[src/rtl/ipsl_pcie_dbi_apb_arb_pkg.sv]
// Shared definitions for the DBI APB arbiter: FSM encoding and timeout defaults.
package ipsl_pcie_dbi_pkg;

    typedef enum logic {
        ST_IDLE   = 1'b0,
        ST_ACCESS = 1'b1
    } state_t;

    localparam int unsigned TO_CYCLES_DEF = 1023;
    localparam int unsigned TO_W_DEF      = 10;

endpackage

[src/rtl/ipsl_pcie_dbi_apb_arb_if.sv]
// Request/completion ports of both requesters plus the APB side of the DBI bridge.
interface ipsl_pcie_dbi_apb_arb_if;

    logic        req0_valid;
    logic        req0_we;
    logic [15:0] req0_addr;
    logic [31:0] req0_wdata;
    logic [3:0]  req0_strb;
    logic        req0_done;
    logic [31:0] req0_rdata;
    logic        req0_err;

    logic        req1_valid;
    logic        req1_we;
    logic [15:0] req1_addr;
    logic [31:0] req1_wdata;
    logic [3:0]  req1_strb;
    logic        req1_done;
    logic [31:0] req1_rdata;
    logic        req1_err;

    logic        p_sel;
    logic        p_ce;
    logic        p_we;
    logic [15:0] p_addr;
    logic [31:0] p_wdata;
    logic [3:0]  p_strb;
    logic        p_rdy;
    logic [31:0] p_rdata;

    // Arbiter side
    modport slave (
        input  req0_valid, req0_we, req0_addr, req0_wdata, req0_strb,
        input  req1_valid, req1_we, req1_addr, req1_wdata, req1_strb,
        input  p_rdy, p_rdata,
        output req0_done, req0_rdata, req0_err,
        output req1_done, req1_rdata, req1_err,
        output p_sel, p_ce, p_we, p_addr, p_wdata, p_strb
    );

    // Requester/bridge environment side
    modport master (
        output req0_valid, req0_we, req0_addr, req0_wdata, req0_strb,
        output req1_valid, req1_we, req1_addr, req1_wdata, req1_strb,
        output p_rdy, p_rdata,
        input  req0_done, req0_rdata, req0_err,
        input  req1_done, req1_rdata, req1_err,
        input  p_sel, p_ce, p_we, p_addr, p_wdata, p_strb
    );

endinterface

[src/rtl/ipsl_pcie_dbi_apb_arb_rr_arb2.sv]
// Combinational two-way round-robin grant: on a tie the port not granted last wins.
module ipsl_pcie_rr_arb2 (
    input  logic [1:0] i_valid,
    input  logic       i_last,
    output logic       o_grant
);

    always_comb begin
        o_grant = 1'b0;
        if (&i_valid) begin
            o_grant = ~i_last;
        end else if (i_valid[1]) begin
            o_grant = 1'b1;
        end
    end

endmodule

[src/rtl/ipsl_pcie_dbi_apb_arb.sv]
// Two-requester round-robin arbiter/sequencer for the DBI bridge APB port,
// with a watchdog that aborts transfers the bridge never completes.
module ipsl_pcie_dbi_apb_arb
    import ipsl_pcie_dbi_pkg::*;
#(
    parameter int unsigned TO_CYCLES = TO_CYCLES_DEF,
    parameter int unsigned TO_W      = TO_W_DEF
) (
    input  logic                    pclk_div2,
    input  logic                    apb_rst_n,
    ipsl_pcie_dbi_apb_arb_if.slave  bus,
    output logic                    busy,
    output logic [7:0]              to_count
);

    localparam logic [TO_W-1:0] TO_LAST = TO_W'(TO_CYCLES - 1);

    state_t            r_state;
    logic              r_last;
    logic              r_gnt;
    logic [TO_W-1:0]   r_cnt;
    logic              r_p_sel;
    logic              r_p_ce;
    logic              r_p_we;
    logic [15:0]       r_p_addr;
    logic [31:0]       r_p_wdata;
    logic [3:0]        r_p_strb;
    logic [1:0]        r_done;
    logic [1:0]        r_err;
    logic [1:0][31:0]  r_rdata;
    logic [7:0]        r_to_count;

    logic              w_gnt;
    logic              w_we;
    logic [15:0]       w_addr;
    logic [31:0]       w_wdata;
    logic [3:0]        w_strb;

    ipsl_pcie_rr_arb2 u_rr_arb2 (
        .i_valid ({bus.req1_valid, bus.req0_valid}),
        .i_last  (r_last),
        .o_grant (w_gnt)
    );

    always_comb begin
        w_we    = bus.req0_we;
        w_addr  = bus.req0_addr;
        w_wdata = bus.req0_wdata;
        w_strb  = bus.req0_strb;
        if (w_gnt) begin
            w_we    = bus.req1_we;
            w_addr  = bus.req1_addr;
            w_wdata = bus.req1_wdata;
            w_strb  = bus.req1_strb;
        end
    end

    always_ff @(posedge pclk_div2 or negedge apb_rst_n) begin
        if (!apb_rst_n) begin
            r_state    <= ST_IDLE;
            r_last     <= 1'b1;
            r_gnt      <= 1'b0;
            r_cnt      <= '0;
            r_p_sel    <= 1'b0;
            r_p_ce     <= 1'b0;
            r_p_we     <= 1'b0;
            r_p_addr   <= '0;
            r_p_wdata  <= '0;
            r_p_strb   <= '0;
            r_done     <= '0;
            r_err      <= '0;
            r_rdata    <= '0;
            r_to_count <= '0;
        end else begin
            r_done <= '0;
            case (r_state)
                ST_IDLE: begin
                    if (bus.req0_valid || bus.req1_valid) begin
                        r_gnt     <= w_gnt;
                        r_last    <= w_gnt;
                        r_p_sel   <= 1'b1;
                        r_p_ce    <= 1'b1;
                        r_p_we    <= w_we;
                        r_p_addr  <= w_addr;
                        r_p_wdata <= w_wdata;
                        r_p_strb  <= w_strb;
                        r_cnt     <= '0;
                        r_state   <= ST_ACCESS;
                    end
                end
                ST_ACCESS: begin
                    // p_rdy takes priority over a watchdog expiry in the same cycle
                    if (bus.p_rdy || (r_cnt == TO_LAST)) begin
                        r_p_sel       <= 1'b0;
                        r_p_ce        <= 1'b0;
                        r_p_we        <= 1'b0;
                        r_done[r_gnt] <= 1'b1;
                        r_err[r_gnt]  <= ~bus.p_rdy;
                        r_state       <= ST_IDLE;
                        if (!bus.p_rdy) begin
                            r_rdata[r_gnt] <= '0;
                            if (r_to_count != 8'hFF) begin
                                r_to_count <= r_to_count + 8'd1;
                            end
                        end else if (!r_p_we) begin
                            r_rdata[r_gnt] <= bus.p_rdata;
                        end
                    end else begin
                        r_cnt <= r_cnt + TO_W'(1);
                    end
                end
                default: r_state <= ST_IDLE;
            endcase
        end
    end

    assign bus.p_sel      = r_p_sel;
    assign bus.p_ce       = r_p_ce;
    assign bus.p_we       = r_p_we;
    assign bus.p_addr     = r_p_addr;
    assign bus.p_wdata    = r_p_wdata;
    assign bus.p_strb     = r_p_strb;
    assign bus.req0_done  = r_done[0];
    assign bus.req0_err   = r_err[0];
    assign bus.req0_rdata = r_rdata[0];
    assign bus.req1_done  = r_done[1];
    assign bus.req1_err   = r_err[1];
    assign bus.req1_rdata = r_rdata[1];
    assign busy           = (r_state == ST_ACCESS);
    assign to_count       = r_to_count;

endmodule

[src/flat_wrapper.sv]
// flat-port wrapper written by rule: the top's interface ports become plain ports
module ipsl_pcie_dbi_apb_arb_flat import ipsl_pcie_dbi_pkg::*;
#(
    parameter int unsigned TO_CYCLES = TO_CYCLES_DEF,
    parameter int unsigned TO_W      = TO_W_DEF
)
  (pclk_div2, apb_rst_n, busy, to_count, bus_req0_valid, bus_req0_we, bus_req0_addr, bus_req0_wdata, bus_req0_strb, bus_req1_valid, bus_req1_we, bus_req1_addr, bus_req1_wdata, bus_req1_strb, bus_p_rdy, bus_p_rdata, bus_req0_done, bus_req0_rdata, bus_req0_err, bus_req1_done, bus_req1_rdata, bus_req1_err, bus_p_sel, bus_p_ce, bus_p_we, bus_p_addr, bus_p_wdata, bus_p_strb);
  ipsl_pcie_dbi_apb_arb_if bus_i ();
  input  logic pclk_div2;
  input  logic apb_rst_n;
  output logic busy;
  output logic [7:0] to_count;
  input wire logic [$bits(bus_i.req0_valid)-1:0] bus_req0_valid;
  input wire logic [$bits(bus_i.req0_we)-1:0] bus_req0_we;
  input wire logic [$bits(bus_i.req0_addr)-1:0] bus_req0_addr;
  input wire logic [$bits(bus_i.req0_wdata)-1:0] bus_req0_wdata;
  input wire logic [$bits(bus_i.req0_strb)-1:0] bus_req0_strb;
  input wire logic [$bits(bus_i.req1_valid)-1:0] bus_req1_valid;
  input wire logic [$bits(bus_i.req1_we)-1:0] bus_req1_we;
  input wire logic [$bits(bus_i.req1_addr)-1:0] bus_req1_addr;
  input wire logic [$bits(bus_i.req1_wdata)-1:0] bus_req1_wdata;
  input wire logic [$bits(bus_i.req1_strb)-1:0] bus_req1_strb;
  input wire logic [$bits(bus_i.p_rdy)-1:0] bus_p_rdy;
  input wire logic [$bits(bus_i.p_rdata)-1:0] bus_p_rdata;
  output wire logic [$bits(bus_i.req0_done)-1:0] bus_req0_done;
  output wire logic [$bits(bus_i.req0_rdata)-1:0] bus_req0_rdata;
  output wire logic [$bits(bus_i.req0_err)-1:0] bus_req0_err;
  output wire logic [$bits(bus_i.req1_done)-1:0] bus_req1_done;
  output wire logic [$bits(bus_i.req1_rdata)-1:0] bus_req1_rdata;
  output wire logic [$bits(bus_i.req1_err)-1:0] bus_req1_err;
  output wire logic [$bits(bus_i.p_sel)-1:0] bus_p_sel;
  output wire logic [$bits(bus_i.p_ce)-1:0] bus_p_ce;
  output wire logic [$bits(bus_i.p_we)-1:0] bus_p_we;
  output wire logic [$bits(bus_i.p_addr)-1:0] bus_p_addr;
  output wire logic [$bits(bus_i.p_wdata)-1:0] bus_p_wdata;
  output wire logic [$bits(bus_i.p_strb)-1:0] bus_p_strb;
  assign bus_i.req0_valid = bus_req0_valid;
  assign bus_i.req0_we = bus_req0_we;
  assign bus_i.req0_addr = bus_req0_addr;
  assign bus_i.req0_wdata = bus_req0_wdata;
  assign bus_i.req0_strb = bus_req0_strb;
  assign bus_i.req1_valid = bus_req1_valid;
  assign bus_i.req1_we = bus_req1_we;
  assign bus_i.req1_addr = bus_req1_addr;
  assign bus_i.req1_wdata = bus_req1_wdata;
  assign bus_i.req1_strb = bus_req1_strb;
  assign bus_i.p_rdy = bus_p_rdy;
  assign bus_i.p_rdata = bus_p_rdata;
  assign bus_req0_done = bus_i.req0_done;
  assign bus_req0_rdata = bus_i.req0_rdata;
  assign bus_req0_err = bus_i.req0_err;
  assign bus_req1_done = bus_i.req1_done;
  assign bus_req1_rdata = bus_i.req1_rdata;
  assign bus_req1_err = bus_i.req1_err;
  assign bus_p_sel = bus_i.p_sel;
  assign bus_p_ce = bus_i.p_ce;
  assign bus_p_we = bus_i.p_we;
  assign bus_p_addr = bus_i.p_addr;
  assign bus_p_wdata = bus_i.p_wdata;
  assign bus_p_strb = bus_i.p_strb;
  ipsl_pcie_dbi_apb_arb #(.TO_CYCLES(TO_CYCLES), .TO_W(TO_W)) u_core (.pclk_div2(pclk_div2), .apb_rst_n(apb_rst_n), .bus(bus_i), .busy(busy), .to_count(to_count));
endmodule
[config.mk]
export PLATFORM = sky130hd
export DESIGN_NAME = ipsl_pcie_dbi_apb_arb_flat
export DESIGN_NICKNAME = d
export VERILOG_FILES = /design/src/rtl/ipsl_pcie_dbi_apb_arb_pkg.sv /design/src/rtl/ipsl_pcie_dbi_apb_arb_if.sv /design/src/rtl/ipsl_pcie_dbi_apb_arb_rr_arb2.sv /design/src/rtl/ipsl_pcie_dbi_apb_arb.sv /design/src/flat_wrapper.sv
export SDC_FILE = /design/constraint.sdc
export NUM_CORES = 1
export LEC_CHECK = 0
export BUFFER_PORTS_ARGS = -buffer_cell sky130_fd_sc_hd__buf_2
export CORE_ASPECT_RATIO = 1.4
export CORE_UTILIZATION = 51
export DETAILED_ROUTE_END_ITERATION = 8
export GPL_ROUTABILITY_DRIVEN = 0
export PLACE_DENSITY = 0.86
export SYNTH_ARGS = -nofsm -noshare
export SYNTH_HDL_FRONTEND = slang
export SYNTH_SLANG_ARGS = --single-unit
[constraint.sdc]
create_clock -name pclk_div2 -period 3.5 [get_ports pclk_div2]
set_clock_uncertainty 0.05 [all_clocks]
set_input_delay 0.35 -clock pclk_div2 [delete_from_list [all_inputs] [get_ports pclk_div2]]
set_output_delay 0.35 -clock pclk_div2 [all_outputs]
set_load 0.01 [all_outputs]
; Word-level counts from Yosys, hierarchy flattened
; Index checks and enable logic that the tools add are counted.
; W data, S select, Z words.
[op_classes]
addsub = 2
n_lt_le_gt_ge = 2
n_eq_ne = 6
mux = 27
bitwise = 5
n_reduce_logical = 10
[op_table]
columns = cell, n
row1 = $mux W64, 2
row2 = $and A64 B64 Y64, 1
row3 = $bwmux W64, 1
row4 = $mux W32, 2
row5 = $not A64 Y64, 1
row6 = $demux W32 S1, 1
row7 = $mux W10, 2
row8 = $pmux W10 S2, 1
row9 = $mux W16, 1
row10 = $add A10 B1 Y10 const B, 1
row11 = $eq A10 B10 Y1 const B, 1
row12 = $reduce_and A2 Y1, 5
row13 = $mux W1, 9
row14 = $add A8 B1 Y8 const B, 1
row15 = $ne A8 B8 Y1 const B, 1
row16 = $ne A2 B2 Y1 const B, 3
row17 = $pmux W1 S2, 3
row18 = $mux W2, 2
row19 = $mux W4, 1
row20 = $reduce_and A4 Y1, 1
row21 = $not A1 Y1, 3
row22 = $reduce_and A3 Y1, 1
row23 = $bwmux W2, 1
row24 = $logic_or A1 B1 Y1, 2
row25 = other kinds (5), 5
[word_totals]
ff_bits = 143
in_bits = 143
out_inout_bits = 132
word_cells = 66

; Logic depth before layout (Yosys ltp)
[depth]
ltp_word = 7
mapped_depth = 7
ltp_nobuf = 6

; Modules after synthesis
; From an unflattened synthesis, not the netlist that was laid out.
[unflattened]
cells_unflattened = 506
hier_area_um2 = 6162.2
[modules_own_cells]
columns = mod, instances, cells_per_inst, area_each_um2, seq_area_each_um2
row1 = ipsl_pcie_dbi_apb_arb, 1, 505, 6150.9, 3579.7
row2 = ipsl_pcie_rr_arb2, 1, 1, 11.3, 0.0

; Worst setup path after synthesis
; Ideal clock, no wire load.
[synth_path]
path_kind = flip-flop to flip-flop
startpoint = reg u_core.r_cnt[0]
endpoint = reg u_core.r_to_count[1], in the netlist u_core.to_count[1]
setup_time_ns = 0.128
t_arrival_ns = 1.770
required_time_ns = 3.322
setup_slack_ns = 1.552
stages_incl_launch_ff = 7
path_buffers = 0
synth_period_minus_slack_ns = 1.948
path_cell_list = dfrtp_1 > inv_1 > ha_1 > nand2_1 > or4_4 > nor2_2 > mux2_1
[synth_between]
elab_chain_len = 3
[synth_rtl]
columns = element, line_no
row1 = "start, declared", ipsl_pcie_dbi_apb_arb.sv:21  ; logic [TO_W-1:0] r_cnt;
row2 = "start signal, assigned", ipsl_pcie_dbi_apb_arb.sv:109  ; r_cnt <= r_cnt + TO_W'(1);
row3 = $eq A10 B10 Y1, ipsl_pcie_dbi_apb_arb.sv:93  ; if (bus.p_rdy || (r_cnt == TO_LAST)) begin
row4 = $logic_or A1 B1 Y1, ipsl_pcie_dbi_apb_arb.sv:93
row5 = $reduce_and A4 Y1 (no source line), --
row6 = "end signal, assigned", ipsl_pcie_dbi_apb_arb.sv:103  ; r_to_count <= r_to_count + 8'd1;
row7 = "end, declared", ipsl_pcie_dbi_apb_arb.sv:31  ; logic [7:0] r_to_count;
; No other way between the ends.
; A chain may end at the register's enable or synchronous reset.

; Final worst setup path
[layout_path]
startpoint = reg u_core.r_cnt[0]
endpoint = reg u_core.r_cnt[7]
[layout_between]
elab_chain_len = 4
word_cells_on_any_way = 7
classes_between = add/sub (1) / eq/ne (2) / mux (2) / reduce/logical (2)
[layout_rtl]
columns = element
row1 = "parallel branches: the longest is 4 deep, another holds $add A10 B1 Y10"
; Several ways; the timed one is not identified. The select of a mux whose other input is x is not followed.

==> results.md <==
- Slew Viols, Final: 0
- LEAKAGE: 4.280 nW
- Number of cell rows: 46
- Buffers from clock root to sink, at most: 2
- Final hold violation count: 0
- VDD IR-drop max: 0.3602 mV
- Pin count of the biggest net entering global routing: 121
- Total of hold buffers inserted after clock tree synthesis: 0
- Cell at the slowest stage of the critical path: o31ai_1
- Worst slack on hold paths: 0.01596 ns
- Mapped cell area: 5982 um2
- Number of buffers created by CTS: 17
- Clock network latency to the later pin of the worst-skew pair: 0.41 ns
- Highest fanout seen on the critical path: 11
- Library cell occupying the most area in the post-synthesis netlist: dfrtp_1
- Mean instance size in the synthesized netlist: 11.78 um2
- Count of synthesis-stage warnings from yosys: 0
- Clock tree root driver cell: clkbuf_16
- Slew at the pin closest to its max-slew limit: 1.066 ns
- Post-Syn Nets: 654
- Remaining global-route overflow: 0
- Endpoint type of the worst setup path: register
- Final worst path period share: 65.98%
- Highest routed metal layer: met4
- Post-place instance area: 7507 um2
- Final wirelength: 16010 um
- HPWL Detailed: 11250 um
- DRT antenna net count: 0
- CTS H-tree lvls: 4
- Via total after detailed routing: 5114
- Top cell type's share of synthesized area: 59.40%
- Wire length of the first global-routing pass: 24950 um
- Footprint of the multi-input gates: 2262 um2
- Post-Place Worst Slack: 1.193 ns
- Fraction of final layout cells with drive strength greater than 1: 42.06%
- Clock tree from TritonCTS: built
- Die H: 130.1 um
- Area of the placeable core: 11400 um2
- Post-CTS resize count: 0
- Cell Pwr Density: 798.5 nW/um2
- Area taken by flip-flops and latches: 3580 um2
- Data arrival time of the critical path: 2.55 ns
- RSZ-0062 raised after global routing: false
- Max-slew headroom: 28.30%
- Distinct cell type count of the synthesized netlist: 41
- Routed met3 length: 1263 um
- M1 wire length: 5953 um
- Worst min-delay path class: in2async
- Largest stage delay on the critical path: 0.93 ns
- Flip-flop and latch count after synthesis: 143
- Min setup slack post-route: 1.191 ns
- Filler instances: 835
- Routed WL per cell: 17.20 um
- Type of the worst setup path: reg2reg
- Number of DRC violations after detailed routing: 0
- Total global-route track usage: 26.61%
- Area growth from synthesis to final layout: 34.87%
- Path depth of the worst reg2reg path: 6
- Full die area: 12170 um2
- CTS sink count: 143
- Data required time of the worst path: 3.75 ns
- Setup violators final: 0
- Final std cell area, no fill: 8068 um2
- Max cap viols: 0
- Final-layout setup total negative slack: 0 ns
- Max Freq: 433.0 MHz
- Vias in the first global route: 5142
- Cells taking the most area after synthesis: dfrtp_1 59%, a22o_1 9.4%, mux2i_1 9.4%
- Drt pass-1 iters: 5
- Die boundary width: 93.53 um
- Post-CTS repair timing setup buffer count: 0
- Average vias per placed instance: 5.493
- Outcome: finished, final reports clean
- List of cells traversed by the critical path: inv_1, ha_1, nand2_1, o31ai_1, o311ai_0, o41ai_1
- Number of antenna cells inserted: 0
- Final layout net count: 920
- Starting DRC count in detailed routing: 288
- Routed length on met2: 8410 um
- Starting density of the core: 52.49%
- Startpoint type of the worst setup path: register
- Antenna violations before repair: 0
- Number of top-level design ports: 275
- Number of I/O port buffers: 274
- CTS clock-pin slew for the worst setup and hold paths: 0.06 ns
- Sequential cell area fraction in the yosys report: 59.84%
- Syn Inst Count: 508
- Min Tclk post-route: 2.309 ns
registers in the layout, summed over array words and instances, names as in the netlist, 2 cells and up:
register	count
u_core.r_err	2
u_core.bus.req1_rdata	32
u_core.r_cnt	10
u_core.r_done	2
u_core.bus.p_wdata	32
u_core.bus.req0_rdata	32
u_core.to_count	8
u_core.bus.p_strb	4
u_core.bus.p_addr	16
path summary, 6_finish.rpt:
kind / start / slack, ns / endpoint
worst max-delay path: u_core.r_cnt[0]$_DFFE_PN0P_ / 1.19 / u_core.r_cnt[7]$_DFFE_PN0P_
worst min-delay path: apb_rst_n / 0.02 / u_core.bus.req1_rdata[2]$_DFFE_PN0P_
worst max register to register: u_core.r_cnt[0]$_DFFE_PN0P_ / 1.19 / u_core.r_cnt[7]$_DFFE_PN0P_
worst min register to register: u_core.bus.p_wdata[28]$_DFFE_PN0P_ / 0.43 / u_core.bus.p_wdata[28]$_DFFE_PN0P_
max in group asynchronous: apb_rst_n / 2.45 / u_core.bus.p_addr[2]$_DFFE_PN0P_
min in group pclk_div2: bus_p_rdata[21] / 0.12 / u_core.bus.req0_rdata[21]$_DFFE_PN0P_
final cells by class:
cell class | count | area share (%)
flip-flops and latches | 143 | 44.37
clock buffers | 18 | 5.444
inverters | 4 | 0.1861
repair buffers | 283 | 18.22
clock inverters | 14 | 1.504
multi-input cells | 325 | 28.04
well taps | 144 | 2.233
kinds of logic (layout without fill, tap and decap cells):
kind of cell	Yosys count	after routing	synth area share, %
AO/OA/AOI/OAI	142	142	16.46
XOR/XNOR	6	6	0.8785
adder cells (fa/ha/maj)	3	3	0.6276
buffers and inverters	40	319	2.928
flip-flops	143	143	59.84
multiplexers	57	57	9.559
AND/OR/NAND/NOR	117	117	9.705
critical path: cells and delay by family, from the launching register on:
family	cells	cell delay, ns
AOI/OAI and AO/OA	3	1.35
adders and majority gates	1	0.15
DFF	1	0.42
and+or+nand+nor	1	0.16
buffers and inverters	1	0.08
stage by stage:
stage	power (W)	util [%]	std cells
3_3_place_gp	0.004649	65.88	899
2_1_floorplan	0.003742	-	508
6_report	0.006442	70.79	931
4_1_cts	0.006482	70.79	931
5_1_grt	0.006828	70.79	931
3_5_place_dp	0.004747	65.88	899
cell usage in the layout (no fill, tap or decap), types with 2 or more instances in the layout:
cell	count
xnor2_1	2
clkbuf_16	17
xor2_1	4
nand3_1	11
clkinv_4	3
o31ai_1	2
nand2_1	66
a21oi_1	3
dfrtp_1	142
buf_4	7
a22o_1	64
nand4_1	4
buf_12	2
clkinvlp_4	2
nor4_1	2
nor3_2	3
nor2_1	9
and4_1	2
a31oi_1	7
o211ai_1	2
and2_1	2
inv_8	2
o21ai_0	57
ha_1	3
nor2_2	3
inv_1	4
nor3_1	3
mux2i_1	56
inv_6	6
buf_2	273
nand2b_1	4
a21oi_2	2
synth_stat cells:
| cell type | instances |
|---|---|
| buf_1 | 1 |
| a31oi_1 | 7 |
| a22o_1 | 64 |
| inv_1 | 4 |
| nand4_4 | 1 |
| xor2_1 | 4 |
| clkbuf_1 | 17 |
| mux2i_1 | 56 |
| nand3_1 | 11 |
| a21oi_1 | 5 |
| dfrtp_1 | 142 |
| nor3_2 | 3 |
| buf_2 | 17 |
| dfstp_2 | 1 |
| nand2_1 | 66 |
| o21bai_1 | 1 |
| o311ai_0 | 1 |
| a21boi_0 | 2 |
| nor3b_1 | 1 |
| buf_4 | 1 |
| and2_1 | 2 |
| xnor2_1 | 2 |
| or2_2 | 1 |
| nor3_1 | 3 |
| or4b_2 | 1 |
| nand4b_1 | 1 |
| or4_4 | 1 |
| nor2_1 | 11 |
| nor4_4 | 1 |
| o21ai_0 | 57 |
| o41ai_1 | 1 |
| nor4_1 | 2 |
| mux2_1 | 1 |
| ha_1 | 3 |
| and4_1 | 2 |
| nand4_1 | 4 |
| nor2b_1 | 1 |
| o31ai_1 | 2 |
| o211ai_1 | 2 |
| nor2_2 | 1 |
| nand2b_1 | 4 |
per-layer routing:
metal	vias to the layer above	track usage (%)
li1	2373	-
met2	265	47.53
met4	0	11.04
met3	34	7.692
met5	-	0
met1	2442	29.59
power by group:
part / total, W / switching, W / internal, W
combinational: 0.00208 / 0.00113 / 0.000950
sequential: 0.00267 / 0.000388 / 0.00228
clock: 0.00169 / 0.000745 / 0.000949
total: 0.00644 / 0.00227 / 0.00418
Note: power is estimated with default switching activity, not from simulation.
